[src/rtl/dht11_poller.sv]
// Periodic DHT11 acquisition sequencer: schedules start pulses, enforces the
// sensor's inter-read gap, retries failed/hung reads and holds the last good sample.
module dht11_poller #(
    parameter int CLK_HZ     = 100_000_000,
    parameter int PERIOD_MS  = 2000,
    parameter int GAP_MS     = 1100,
    parameter int TIMEOUT_MS = 30,
    parameter int RETRY_MAX  = 2
) (
    input  logic        i_clk,
    input  logic        i_rst,
    input  logic        i_enable,
    input  logic        i_force_read,
    output logic        o_dht_start,
    input  logic        i_dht_done,
    input  logic        i_dht_valid,
    input  logic [15:0] i_dht_humidity,
    input  logic [15:0] i_dht_temperature,
    output logic [15:0] o_humidity_out,
    output logic [15:0] o_temperature_out,
    output logic        o_data_valid,
    output logic        o_stale,
    output logic        o_update,
    output logic        o_fail,
    output logic [7:0]  o_err_count,
    output logic        o_busy,
    output logic [1:0]  o_state
);

    localparam int TICK_DIV = CLK_HZ / 1000;
    localparam int PRE_W    = (TICK_DIV > 1) ? $clog2(TICK_DIV) : 1;
    localparam int SINCE_W  = $clog2(PERIOD_MS + 1);
    localparam int TMO_W    = $clog2(TIMEOUT_MS + 1);
    localparam int RETRY_W  = (RETRY_MAX > 0) ? $clog2(RETRY_MAX + 1) : 1;

    localparam logic [PRE_W-1:0]   TICK_L   = PRE_W'(TICK_DIV - 1);
    localparam logic [SINCE_W-1:0] PERIOD_L = SINCE_W'(PERIOD_MS);
    localparam logic [SINCE_W-1:0] GAP_L    = SINCE_W'(GAP_MS);
    localparam logic [TMO_W-1:0]   TMO_L    = TMO_W'(TIMEOUT_MS);
    localparam logic [RETRY_W-1:0] RETRY_L  = RETRY_W'(RETRY_MAX);

    typedef enum logic [1:0] {
        S_IDLE  = 2'd0,
        S_START = 2'd1,
        S_WAIT  = 2'd2,
        S_RETRY = 2'd3
    } state_t;

    state_t               r_state;
    state_t               w_next;
    logic [PRE_W-1:0]     r_pre;
    logic [SINCE_W-1:0]   r_since;
    logic [TMO_W-1:0]     r_tmo;
    logic [RETRY_W-1:0]   r_retry;
    logic                 r_pend;
    logic                 r_start;
    logic                 r_busy;
    logic                 r_update;
    logic                 r_fail;
    logic                 r_data_valid;
    logic                 r_stale;
    logic [7:0]           r_err;
    logic [15:0]          r_hum;
    logic [15:0]          r_temp;

    logic w_tick;
    logic w_gap_ok;
    logic w_tmo_hit;
    logic w_succ;
    logic w_att_fail;
    logic w_ffail;

    assign w_tick    = (r_pre == TICK_L);
    assign w_gap_ok  = (r_since >= GAP_L);
    assign w_tmo_hit = w_tick && (r_tmo == TMO_L - TMO_W'(1));
    // A completion pulse in the same cycle as the timeout tick takes priority.
    assign w_succ     = (r_state == S_WAIT) && i_dht_done && i_dht_valid;
    assign w_att_fail = (r_state == S_WAIT) &&
                        ((i_dht_done && !i_dht_valid) || (!i_dht_done && w_tmo_hit));
    assign w_ffail    = w_att_fail && (r_retry >= RETRY_L);

    always_comb begin
        w_next = r_state;
        case (r_state)
            S_IDLE: begin
                if (w_gap_ok && (r_pend || (i_enable && r_since == PERIOD_L)))
                    w_next = S_START;
            end
            S_START: w_next = S_WAIT;
            S_WAIT: begin
                if (w_succ || w_ffail)
                    w_next = S_IDLE;
                else if (w_att_fail)
                    w_next = S_RETRY;
            end
            S_RETRY: begin
                if (w_gap_ok)
                    w_next = S_START;
            end
            default: w_next = S_IDLE;
        endcase
    end

    always_ff @(posedge i_clk) begin
        if (i_rst) begin
            r_state      <= S_IDLE;
            r_pre        <= '0;
            r_since      <= '0;
            r_tmo        <= '0;
            r_retry      <= '0;
            r_pend       <= 1'b0;
            r_start      <= 1'b0;
            r_busy       <= 1'b0;
            r_update     <= 1'b0;
            r_fail       <= 1'b0;
            r_data_valid <= 1'b0;
            r_stale      <= 1'b0;
            r_err        <= 8'd0;
            r_hum        <= 16'h0000;
            r_temp       <= 16'h0000;
        end else begin
            r_state  <= w_next;
            r_pre    <= w_tick ? '0 : r_pre + PRE_W'(1);
            r_pend   <= i_force_read || (r_pend && (w_next != S_START));
            r_start  <= (w_next == S_START);
            r_busy   <= (w_next != S_IDLE) || w_succ || w_ffail;
            r_update <= w_succ;
            r_fail   <= w_ffail;

            if (r_state == S_START)
                r_since <= '0;
            else if (w_tick && r_since != PERIOD_L)
                r_since <= r_since + SINCE_W'(1);

            if (r_state == S_START)
                r_tmo <= '0;
            else if (r_state == S_WAIT && w_tick && r_tmo != TMO_L)
                r_tmo <= r_tmo + TMO_W'(1);

            if (w_succ) begin
                r_hum        <= i_dht_humidity;
                r_temp       <= i_dht_temperature;
                r_data_valid <= 1'b1;
                r_stale      <= 1'b0;
                r_retry      <= '0;
            end

            if (w_att_fail) begin
                if (r_err != 8'hFF)
                    r_err <= r_err + 8'd1;
                if (w_ffail) begin
                    r_stale <= 1'b1;
                    r_retry <= '0;
                end else begin
                    r_retry <= r_retry + RETRY_W'(1);
                end
            end
        end
    end

    assign o_dht_start       = r_start;
    assign o_busy            = r_busy;
    assign o_update          = r_update;
    assign o_fail            = r_fail;
    assign o_data_valid      = r_data_valid;
    assign o_stale           = r_stale;
    assign o_err_count       = r_err;
    assign o_humidity_out    = r_hum;
    assign o_temperature_out = r_temp;
    assign o_state           = r_state;

endmodule

[config.mk]
export PLATFORM = sky130hd
export DESIGN_NAME = dht11_poller
export DESIGN_NICKNAME = d
export VERILOG_FILES = /design/src/rtl/dht11_poller.sv
export SDC_FILE = /design/constraint.sdc
export NUM_CORES = 1
export LEC_CHECK = 0
export CAP_MARGIN = 25
export CELL_PAD_IN_SITES_DETAIL_PLACEMENT = 0
export CELL_PAD_IN_SITES_GLOBAL_PLACEMENT = 1
export CORE_ASPECT_RATIO = 2
export CORE_MARGIN = 2
export CORE_UTILIZATION = 40
export CTS_BUF_LIST = sky130_fd_sc_hd__clkbuf_4 sky130_fd_sc_hd__clkbuf_8
export CTS_CLUSTER_SIZE = 8
export DETAILED_ROUTE_END_ITERATION = 7
export PLACE_DENSITY = 0.95
export SYNTH_ARGS = -nofsm -noshare
export SYNTH_HDL_FRONTEND = slang
export SYNTH_SLANG_ARGS = --single-unit
[constraint.sdc]
create_clock -name i_clk -period 3.9 [get_ports i_clk]
set_clock_uncertainty 0.2 [all_clocks]
set_input_delay 0.78 -clock i_clk [delete_from_list [all_inputs] [get_ports i_clk]]
set_output_delay 0.78 -clock i_clk [all_outputs]
set_load 0.02 [all_outputs]
==> impl_metrics.tcl, run 1 <==
set metrics [dict create \
    fin_util_pct 54.64 \
    dp_hpwl_um 6128 \
    whs_ns 0.2566 \
    antennaDiodeCount 0 \
    final_nets 550 \
    finalHoldViolations 0 \
    setup_tns_ns 0 \
    max-vdd-ir-drop_mv 0.1738 \
    drt_first_iter_violations 139 \
    die_area_um2 9703 \
    grt_pass1_vias 3107 \
    cp_slowest_cell "or4_4" \
    power.density_nw_per_um2 354.5 \
    synth-warning-count 0 \
    yosysTopAreaCellShare_pct 47.31 \
    maxCapViolCount 0 \
    grtUsageTotal_pct 17.42 \
    total_power_w 0.001675 \
    cts-root-buf "clkbuf_8" \
    yosysTopAreaCell "dfxtp_1" \
    crit_required_ns 3.94 \
    setup_slack_ns 1.093 \
    slew_viol_final 0 \
    port-buffer-count 85 \
    endpoint_kind "flip-flop" \
    fmax_mhz 356.3 \
    synthArstFlopShare_pct 0 \
    htree_levels 3 \
    cts_tree "done" \
    synth_area_leaders "dfxtp_1, nand2_1, a21oi_1" \
    crit_buf_inv 0 \
    vias 3208 \
    ys_seq_area_share_pct 47.31 \
    die_h_um 137.3 \
    cts_resized 0 \
    core_area_um2 8648 \
    avgRoutedWirePerCell_um 13.55 \
    clk_latency_ns 0.35 \
    ant_nets 0 \
    tightest_slew_ns 0.7402 \
    drcViolationCount 0 \
    worstPathCellList "ha_1 -> nand4_1 -> or4_4 -> o22a_4 -> nor4_1 -> mux2_2" \
    cts_hold_buf 0 \
    post_cts_buffers 0 \
    fp-row-count 48 \
    synth_cell_types 49 \
    power.leakage_nw 1.567 \
    clock-sinks 84 \
    routabilityCongestion 0.8648 \
    timing.final.crit_share_pct 71.97 \
    grt_max_degree 37 \
    pre_cts_ws_ns 0.8631 \
    clk_pin_slew_worst_paths_ns 0.09 \
    ios 86 \
    overflow 0 \
    period_minus_slack_ns 2.807 \
    wl_um 8253 \
    dieWidth_um 70.66 \
    drive_gt1_share_pct 5.894 \
    cts_buffers 9 \
    synth_area_per_cell_um2 8.403 \
    path_class "flip-flop to flip-flop" \
    min_path_type "flip-flop to flip-flop" \
    ys_seq_elements 84 \
    slew_headroom_pct 50.47 \
    rsz0062_at_grt "no" \
    grt_pass1_wl_um 13740 \
    final_cell_mix "clkdlybuf4s50_1, dfxtp_1, nand2_1" \
    area_growth_pct 32.95 \
    via_per_inst 5.268 \
    status "completed" \
    syn-num-nets 469 \
    start_kind "flip-flop" \
    finalSetupViolCount 0 \
    ys.flop_type "dfxtp_1" \
    postSynthCellCount 423 \
    initial_core_util_pct 41.10 \
    crit_path_max_incr_delay_ns 0.66 \
    cp_max_fo 21 \
    cts_max_path_buffers 2 \
    drtPass1Iterations 4 \
    arrival_ns 2.85 \
    syn-cell-area_um2 3555 \
    synth_edf_count 0 \
    antenna_found_initial 0 \
    cp_top_family "simple AND/OR/NAND/NOR gates" \
]
## Yosys cell counts (2+ instances only)
| cell | number |
|---|---|
| buf_2 | 2 |
| nand4_1 | 6 |
| mux2_2 | 2 |
| nor2_1 | 44 |
| or3_1 | 4 |
| or4_1 | 6 |
| and4_1 | 2 |
| xnor2_1 | 18 |
| ha_1 | 8 |
| inv_1 | 12 |
| xor2_1 | 9 |
| and3_1 | 6 |
| nand2_1 | 82 |
| a21oi_1 | 44 |
| o21ai_0 | 8 |
| nor2b_1 | 4 |
| nand3_1 | 17 |
| clkbuf_1 | 16 |
| nor3_1 | 9 |
| nor4b_1 | 3 |
| nor4_1 | 5 |
| nand4bb_1 | 3 |
| a211oi_1 | 2 |
| dfxtp_1 | 84 |
| o31ai_1 | 3 |
## tightest hold or removal path: cells and delay by family, from the launching register on
family / cells / cell delay (ns)
AOI/OAI and AO/OA: 1 / 0.05
and+or+nand+nor: 1 / 0.05
DFF: 1 / 0.31
## per-stage QoR
step	cells	cell area [µm²]
2_1_floorplan	423	3555
3_5_place_dp	593	4478
4_1_cts	609	4726
6_report	609	4726
3_3_place_gp	592	4471
5_1_grt	609	4726
## cells by family (layout without fill, tap and decap cells)
logic type / count (synthesis) / count (layout) / share of synthesized area [%]
simple gates: 200 / 200 / 27.21
buf+inv: 32 / 118 / 3.661
flops: 84 / 84 / 47.31
xor+xnor: 27 / 27 / 6.653
fa+ha+maj: 8 / 8 / 2.816
compound gates: 69 / 69 / 11.40
mux: 3 / 3 / 0.9503
## worst paths after layout
check             slack, ns  depth (start not counted)           startpoint                     endpoint
setup reg to reg       1.09                          6  r_pre[0]$_SDFF_PP0_  o_err_count[5]$_SDFFE_PP0P_
setup / recovery       1.09                          6  r_pre[0]$_SDFF_PP0_  o_err_count[5]$_SDFFE_PP0P_
hold reg to reg        0.26                          2   o_stale$_SDFF_PP0_           o_stale$_SDFF_PP0_
hold / removal         0.26                          2   o_stale$_SDFF_PP0_           o_stale$_SDFF_PP0_
## power by group
part / switching [W] / internal, W / total [W]
Sequential: 0.00000317 / 0.000860 / 0.000863
Combinational: 0.0000245 / 0.0000389 / 0.0000634
Clock: 0.000319 / 0.000430 / 0.000748
## registers in the layout (all words and copies together) (netlist names)
register and flops:
o_busy 1, o_data_valid 1, o_dht_start 1, o_err_count 8, o_fail 1, o_humidity_out 16, o_stale 1, o_state 2
o_temperature_out 16, o_update 1, r_pend 1, r_pre 17, r_retry 2, r_since 11, r_tmo 5
## layout make-up
class	count	area, µm²
Inverter	12	45.04
Sequential cell	84	1682
Clock buffer	9	123.9
Tap cell	100	125.1
Fill cell	835	3923
Clock inverter	7	123.9
Timing Repair Buffer	90	883.3
Multi-Input combinational cell	307	1743
## metal layers
| metal | global-route usage [%] | routed length (µm) |
|---|---|---|
| met2 | 32.44 | 4409 |
| met1 | 17.96 | 3239 |
| met5 | 0 | 0 |
| met4 | 9.015 | 235 |
| met3 | 3.731 | 369 |
(Power assumes the default switching activity.)
==> inputs of run 2 (changes only) <==
--- a/config.mk
+++ b/config.mk
@@ -10,11 +10,11 @@
 export CELL_PAD_IN_SITES_GLOBAL_PLACEMENT = 1
 export CORE_ASPECT_RATIO = 2
 export CORE_MARGIN = 2
-export CORE_UTILIZATION = 40
+export CORE_UTILIZATION = 34
 export CTS_BUF_LIST = sky130_fd_sc_hd__clkbuf_4 sky130_fd_sc_hd__clkbuf_8
 export CTS_CLUSTER_SIZE = 8
 export DETAILED_ROUTE_END_ITERATION = 7
-export PLACE_DENSITY = 0.95
+export PLACE_DENSITY = 0.88
 export SYNTH_ARGS = -nofsm -noshare
 export SYNTH_HDL_FRONTEND = slang
 export SYNTH_SLANG_ARGS = --single-unit
==> constraint.sdc (replaced) <==
create_clock -name i_clk -period 2.25 [get_ports i_clk]
set_clock_uncertainty 0.2 [all_clocks]
set_input_delay 0.45 -clock i_clk [delete_from_list [all_inputs] [get_ports i_clk]]
set_output_delay 0.45 -clock i_clk [all_outputs]
set_load 0.02 [all_outputs]
==> impl_metrics.tcl, run 2 (synthesis results as in run 1) <==
set metrics [dict create \
    status "complete, but fails checks" \
    violations "negative setup slack" \
    cts_max_path_buffers 2 \
    grtUsageTotal_pct 17.00 \
    overflow 0 \
    clk_pin_slew_worst_paths_ns 0.08 \
    htree_levels 3 \
    cts_buffers 9 \
    antenna_found_initial 0 \
    min_path_cells 2 \
    die_area_um2 11340 \
    ios 86 \
    clk_latency_ns 0.34 \
    layout_commonest_cell "clkdlybuf4s50_1" \
    arrival_ns 2.60 \
    wl_um 9448 \
    crit_buf_inv 0 \
    cp_slowest_cell "or4b_4" \
    drt_first_iter_violations 119 \
    rsz0062_at_grt "yes" \
    area_growth_pct 52.38 \
    dp_cells 670 \
    drcViolationCount 0 \
    endpoint_kind "flip-flop" \
    avgRoutedWirePerCell_um 13.61 \
    path_class "flip-flop to flip-flop" \
    tightest_slew_ns 0.4686 \
    worstReg2RegStart "r_pre[11]$_SDFF_PP0_" \
    fp-row-count 52 \
    core_area_um2 10150 \
    cts_tree "done" \
    grt_max_degree 36 \
    antennaDiodeCount 0 \
    ff2ff_path_depth 5 \
    grt_pass1_vias 3416 \
    num-fill-cells 955 \
    finalHoldViolations 0 \
    timing.final.crit_share_pct 112.4 \
    drtPass1Iterations 4 \
    max-vdd-ir-drop_mv 0.2322 \
    port-buffer-count 85 \
    crit_path_max_incr_delay_ns 0.53 \
    total_power_w 0.002727 \
    via_per_inst 4.888 \
    multi_input_area_um2 1979 \
    timing.rr.end "o_err_count[6]$_SDFFE_PP0P_" \
    power.leakage_nw 1.935 \
    cts_hold_buf 0 \
    cts-root-buf "clkbuf_8" \
    vias 3392 \
    cp_top_family "simple AND/OR/NAND/NOR gates" \
    grt_pass1_wl_um 15570 \
    clock-sinks 84 \
    holdCritStartpoint "o_temperature_out[0]$_SDFFE_PP0P_" \
    cp_max_fo 5 \
    r2r_slack_ns -0.28 \
    die_h_um 148.6 \
    cp-startpoint "r_pre[11]$_SDFF_PP0_" \
    final_cell_mix "clkdlybuf4s50_1, dfxtp_1, nand2_1" \
    setup_slack_ns -0.2792 \
    worstPathCellList "or4b_4 -> or4_4 -> o22a_4 -> or4_1 -> a21oi_1" \
    largest_reg_flops 17 \
    finalSetupViolCount 27 \
    slew_headroom_pct 68.64 \
    holdPathEnd "o_temperature_out[0]$_SDFFE_PP0P_" \
    ant_nets 0 \
    min_path_type "flip-flop to flip-flop" \
    dieWidth_um 76.30 \
    power.density_nw_per_um2 503.5 \
    period_minus_slack_ns 2.529 \
    dp_hpwl_um 6948 \
    maxCapViolCount 0 \
    routabilityCongestion 0.8460 \
    regArea_um2 1683 \
    slew_viol_final 0 \
    final_nets 600 \
    crit_required_ns 2.32 \
    regMostFlops "r_pre" \
    fin_util_pct 53.37 \
    initial_core_util_pct 35.02 \
    drive_gt1_share_pct 19.14 \
    fmax_mhz 395.4 \
    final_cells 694 \
    start_kind "flip-flop" \
]
==> run 2: changes by cell type in the layout (fill, tap and decap cells not counted), moves of 3 or more <==
cell	previous run	this run
a21oi_1	44	41
nor4_1	5	2
nor4_4	1	4
nor3_1	9	4
a21oi_2	0	3
buf_4	5	47
nor3_4	0	3
buf_12	0	4
==> run 2: power breakdown <==
| group | internal (W) | total [W] | switching (W) |
|---|---|---|---|
| Sequential | 0.00149 | 0.00149 | 0.00000368 |
| Clock | 0.000583 | 0.00110 | 0.000513 |
| Combinational | 0.0000834 | 0.000137 | 0.0000536 |
| Total | 0.00216 | 0.00273 | 0.000570 |
==> run 2: worst register-to-register path: stages, from the launching register on <==
cell,delay [ns]
dfxtp_2,0.32
or4b_4,0.53
or4_4,0.48
o22a_4,0.26
or4_1,0.49
a21oi_1,0.17
==> run 2: routing by layer <==
layer / wire length, µm / track usage, % / vias to the layer above / share of wire, %
met5: 0 / 0 / - / 0
met4: 284 / 8.727 / 0 / 3.0
met3: 349 / 3.641 / 18 / 3.7
met2: 5348 / 33.01 / 89 / 57
met1: 3465 / 16.51 / 1569 / 37
li1: - / - / 1716 / -
==> run 2: area by class of cell <==
cell class / instances / share of cell area (%)
clock inverters: 4 / 0.8778
repair buffers: 139 / 24.62
clock buffers: 12 / 2.934
flip-flops and latches: 84 / 31.07
inverters: 12 / 0.8316
multi-input cells: 308 / 36.54
well taps: 135 / 3.119
==> run 2: worst max-delay path by stage <==
stage	slack, ns	end	depth (start not counted)
finish	-0.28	o_err_count[6]$_SDFFE_PP0P_	5
global route	-0.30	o_err_count[4]$_SDFFE_PP0P_	6
CTS	-0.23	o_err_count[6]$_SDFFE_PP0P_	5
detailed placement	-0.32	o_err_count[6]$_SDFFE_PP0P_	5
global placement	-0.27	o_err_count[2]$_SDFFE_PP0P_	5
floorplan	-0.23	o_err_count[7]$_SDFFE_PP0P_	6
==> run 2: through the flow <==
stage | TNS, ns | cell area, µm² | worst slack [ns] | hold slack, ns
floorplan | -4.447 | 3610 | -0.2278 | 0.2297
global placement | -4.446 | 4927 | -0.2739 | 0.2425
detailed placement | -6.062 | 4927 | -0.3213 | 0.2470
CTS | -4.127 | 5303 | -0.2342 | 0.2578
global route | -5.691 | 5416 | -0.3004 | 0.2601
finish | -4.039 | 5416 | -0.2792 | 0.2556
==> run 2: repair_timing <==
item	in CTS	in global routing
setup buffers	4	2
cloned	2	0
pin swaps	7	6
endpoints found under the setup margin	31	31
gates resized for setup	19	20
==> inputs of run 3 (changes only) <==
--- a/config.mk
+++ b/config.mk
@@ -5,16 +5,17 @@
 export SDC_FILE = /design/constraint.sdc
 export NUM_CORES = 1
 export LEC_CHECK = 0
+export ABC_AREA = 1
 export CAP_MARGIN = 25
 export CELL_PAD_IN_SITES_DETAIL_PLACEMENT = 0
 export CELL_PAD_IN_SITES_GLOBAL_PLACEMENT = 1
 export CORE_ASPECT_RATIO = 2
 export CORE_MARGIN = 2
-export CORE_UTILIZATION = 34
+export CORE_UTILIZATION = 33
 export CTS_BUF_LIST = sky130_fd_sc_hd__clkbuf_4 sky130_fd_sc_hd__clkbuf_8
 export CTS_CLUSTER_SIZE = 8
 export DETAILED_ROUTE_END_ITERATION = 7
-export PLACE_DENSITY = 0.88
+export PLACE_DENSITY = 0.87
 export SYNTH_ARGS = -nofsm -noshare
 export SYNTH_HDL_FRONTEND = slang
 export SYNTH_SLANG_ARGS = --single-unit
==> impl_metrics.tcl, run 3 <==
set metrics [dict create \
    status "completed" \
    crit_required_ns 2.32 \
    syn-cell-area_um2 3766 \
    cp_slowest_cell "dfxtp_2" \
    yosysMostFrequentCell "nor2_1" \
    slew_viol_final 0 \
    largest_reg_flops 17 \
    overflow 0 \
    final_cell_mix "nor2_1, clkdlybuf4s50_1, dfxtp_1" \
    postSynthCellCount 515 \
    yosysTopAreaCell "dfxtp_1" \
    holdCritStartpoint "r_pend$_SDFF_PP0_" \
    start_kind "flip-flop" \
    die_h_um 155.1 \
    comb_power_share_pct 4.4 \
    initial_core_util_pct 33.58 \
    p_int_w 0.002151 \
    max-vdd-ir-drop_mv 0.4147 \
    wl_um 9744 \
    worstPathCellList "ha_4 -> nand2_1 -> inv_1 -> nand2_2 -> buf_4 -> nor4_4 -> nand2_2 -> nor2_4 -> nand2_2 -> clkinv_1 -> nand4_1 -> a21oi_2" \
    ys_seq_area_share_pct 44.65 \
    setup_tns_ns 0 \
    total_power_w 0.002734 \
    antennaDiodeCount 0 \
    ant_nets 0 \
    tightest_slew_ns 0.5203 \
    crit_path_max_incr_delay_ns 0.37 \
    synth_area_leaders "dfxtp_1, nor2_1, nand2_1" \
    slew_headroom_pct 65.23 \
    drcViolationCount 0 \
    fmax_mhz 482.1 \
    clock-sinks 84 \
    yosysTopAreaCellShare_pct 44.65 \
    power.density_nw_per_um2 537.5 \
    htree_levels 3 \
    cts_buffers 9 \
    worst-path-stages 12 \
    grt_max_degree 34 \
    min_path_cells 2 \
    synth_edf_count 0 \
    synthArstFlopShare_pct 0 \
    port-buffer-count 85 \
    period_minus_slack_ns 2.074 \
    path_class "flip-flop to flip-flop" \
    ff2ff_path_depth 12 \
    core_area_um2 11220 \
    ios 86 \
    ys_seq_elements 84 \
    grtUsageTotal_pct 16.62 \
    via_per_inst 4.764 \
    rsz0062_at_grt "no" \
    cts_tree "done" \
    p_clk_share_pct 40.8 \
    endpoint_kind "flip-flop" \
    min_path_type "flip-flop to flip-flop" \
    layout_commonest_cell "nor2_1" \
    avgRoutedWirePerCell_um 12.84 \
    holdPathEnd "r_pend$_SDFF_PP0_" \
    timing.final.crit_share_pct 92.20 \
    area_growth_pct 35.05 \
    ys.flop_type "dfxtp_1" \
    regMostFlops "r_pre" \
    cts_max_path_buffers 2 \
    cts-root-buf "clkbuf_8" \
    worstReg2RegStart "r_pre[0]$_SDFF_PP0_" \
    die_area_um2 12340 \
    r2r_slack_ns 0.18 \
    dieWidth_um 79.54 \
    maxCapViolCount 0 \
    crit_top_cell "nand2_2" \
    synth-warning-count 0 \
    antenna_found_initial 0 \
    clk_pin_slew_worst_paths_ns 0.08 \
    p_sw_w 0.0005830 \
    power.leakage_nw 1.971 \
    finalHoldViolations 0 \
    seqPwrFrac_pct 54.7 \
    vias 3616 \
    synth_cell_types 39 \
    final_nets 658 \
    timing.rr.end "r_pre[16]$_SDFF_PP0_" \
    fp-row-count 55 \
    cp_top_family "simple AND/OR/NAND/NOR gates" \
    synth_area_per_cell_um2 7.313 \
    drive_gt1_share_pct 10.70 \
    cts_hold_buf 0 \
    cp_max_fo 3 \
    clk_latency_ns 0.35 \
    netSwitchingFraction_pct 21.33 \
    ys_top_cells_by_count "nor2_1, dfxtp_1, nand2_1, inv_1, o21ai_0" \
    crit_buf_inv 3 \
    dp_hpwl_um 7449 \
    routabilityCongestion 0.8376 \
    drtPass1Iterations 6 \
    syn-num-nets 561 \
    grt_pass1_wl_um 16380 \
    grt_pass1_vias 3628 \
    drt_first_iter_violations 157 \
    finalSetupViolCount 0 \
    arrival_ns 2.14 \
]
## run 3: how the worst max path moves through the flow
stage	start	end
2_1_floorplan	o_err_count[1]$_SDFFE_PP0P_	o_err_count[2]$_SDFFE_PP0P_
3_3_place_gp	r_pre[0]$_SDFF_PP0_	r_since[10]$_SDFFE_PP0P_
3_5_place_dp	r_pre[0]$_SDFF_PP0_	r_pre[16]$_SDFF_PP0_
4_1_cts	r_pre[0]$_SDFF_PP0_	r_pre[16]$_SDFF_PP0_
5_1_grt	r_pre[0]$_SDFF_PP0_	r_pre[16]$_SDFF_PP0_
6_report	r_pre[0]$_SDFF_PP0_	r_pre[16]$_SDFF_PP0_
## run 3: logic make-up (layout without fill, tap and decap cells)
kind of cell / Yosys count / after routing / share of synthesized area (%)
compound gates: 85 / 85 / 11.89
xor+xnor: 9 / 9 / 2.093
fa+ha+maj: 8 / 8 / 2.658
buf+inv: 74 / 176 / 7.574
flops: 84 / 84 / 44.65
simple gates: 255 / 255 / 31.13
## run 3: per-layer routing
layer	routed length [µm]	global-route usage, %	vias to the layer above
met2	5094	30.09	120
met3	580	4.582	24
met5	0	0	-
li1	-	-	1856
met4	339	7.964	0
met1	3730	17.15	1616
## run 3: per-stage QoR
step / utilization (%) / hold WS, ns / worst slack, ns / std cells / area [µm²]
2_1_floorplan: - / 0.2175 / 0.4625 / 515 / 3766
3_3_place_gp: 43.00 / 0.2324 / 0.1717 / 740 / 4823
3_5_place_dp: 43.00 / 0.2536 / 0.09209 / 740 / 4823
4_1_cts: 44.84 / 0.2644 / 0.08383 / 756 / 5030
5_1_grt: 45.34 / 0.3088 / 0.02973 / 759 / 5086
6_report: 45.34 / 0.2634 / 0.1755 / 759 / 5086
## run 3: final cells by class
class,instances,area [µm²]
Multi-Input combinational cell,357,1831
Inverter,62,239.0
Clock inverter,4,47.55
Sequential cell,84,1684
Fill cell,1129,6131
Timing Repair Buffer,98,948.4
Clock buffer,12,158.9
Tap cell,142,177.7
## run 3: power groups by stage
stage / logic, W / clock network [W] / registers, W
global placement: 0.000118 / 0 / 0.00153
CTS: 0.000120 / 0.00115 / 0.00149
detailed placement: 0.000119 / 0 / 0.00153
floorplan: 0.0000355 / 0 / 0.00153
finish: 0.000121 / 0.00112 / 0.00150
global route: 0.000133 / 0.00120 / 0.00150
## run 3: what timing repair did
action                                  in CTS  in global routing
endpoints found under the setup margin       0                  5
resized for setup                            0                 10
setup buffers                                0                  3
## run 3: worst min-delay path: stages, from the launching register on
cell	delay (ns)
dfxtp_1	0.32
nand2_1	0.06
a21oi_1	0.05
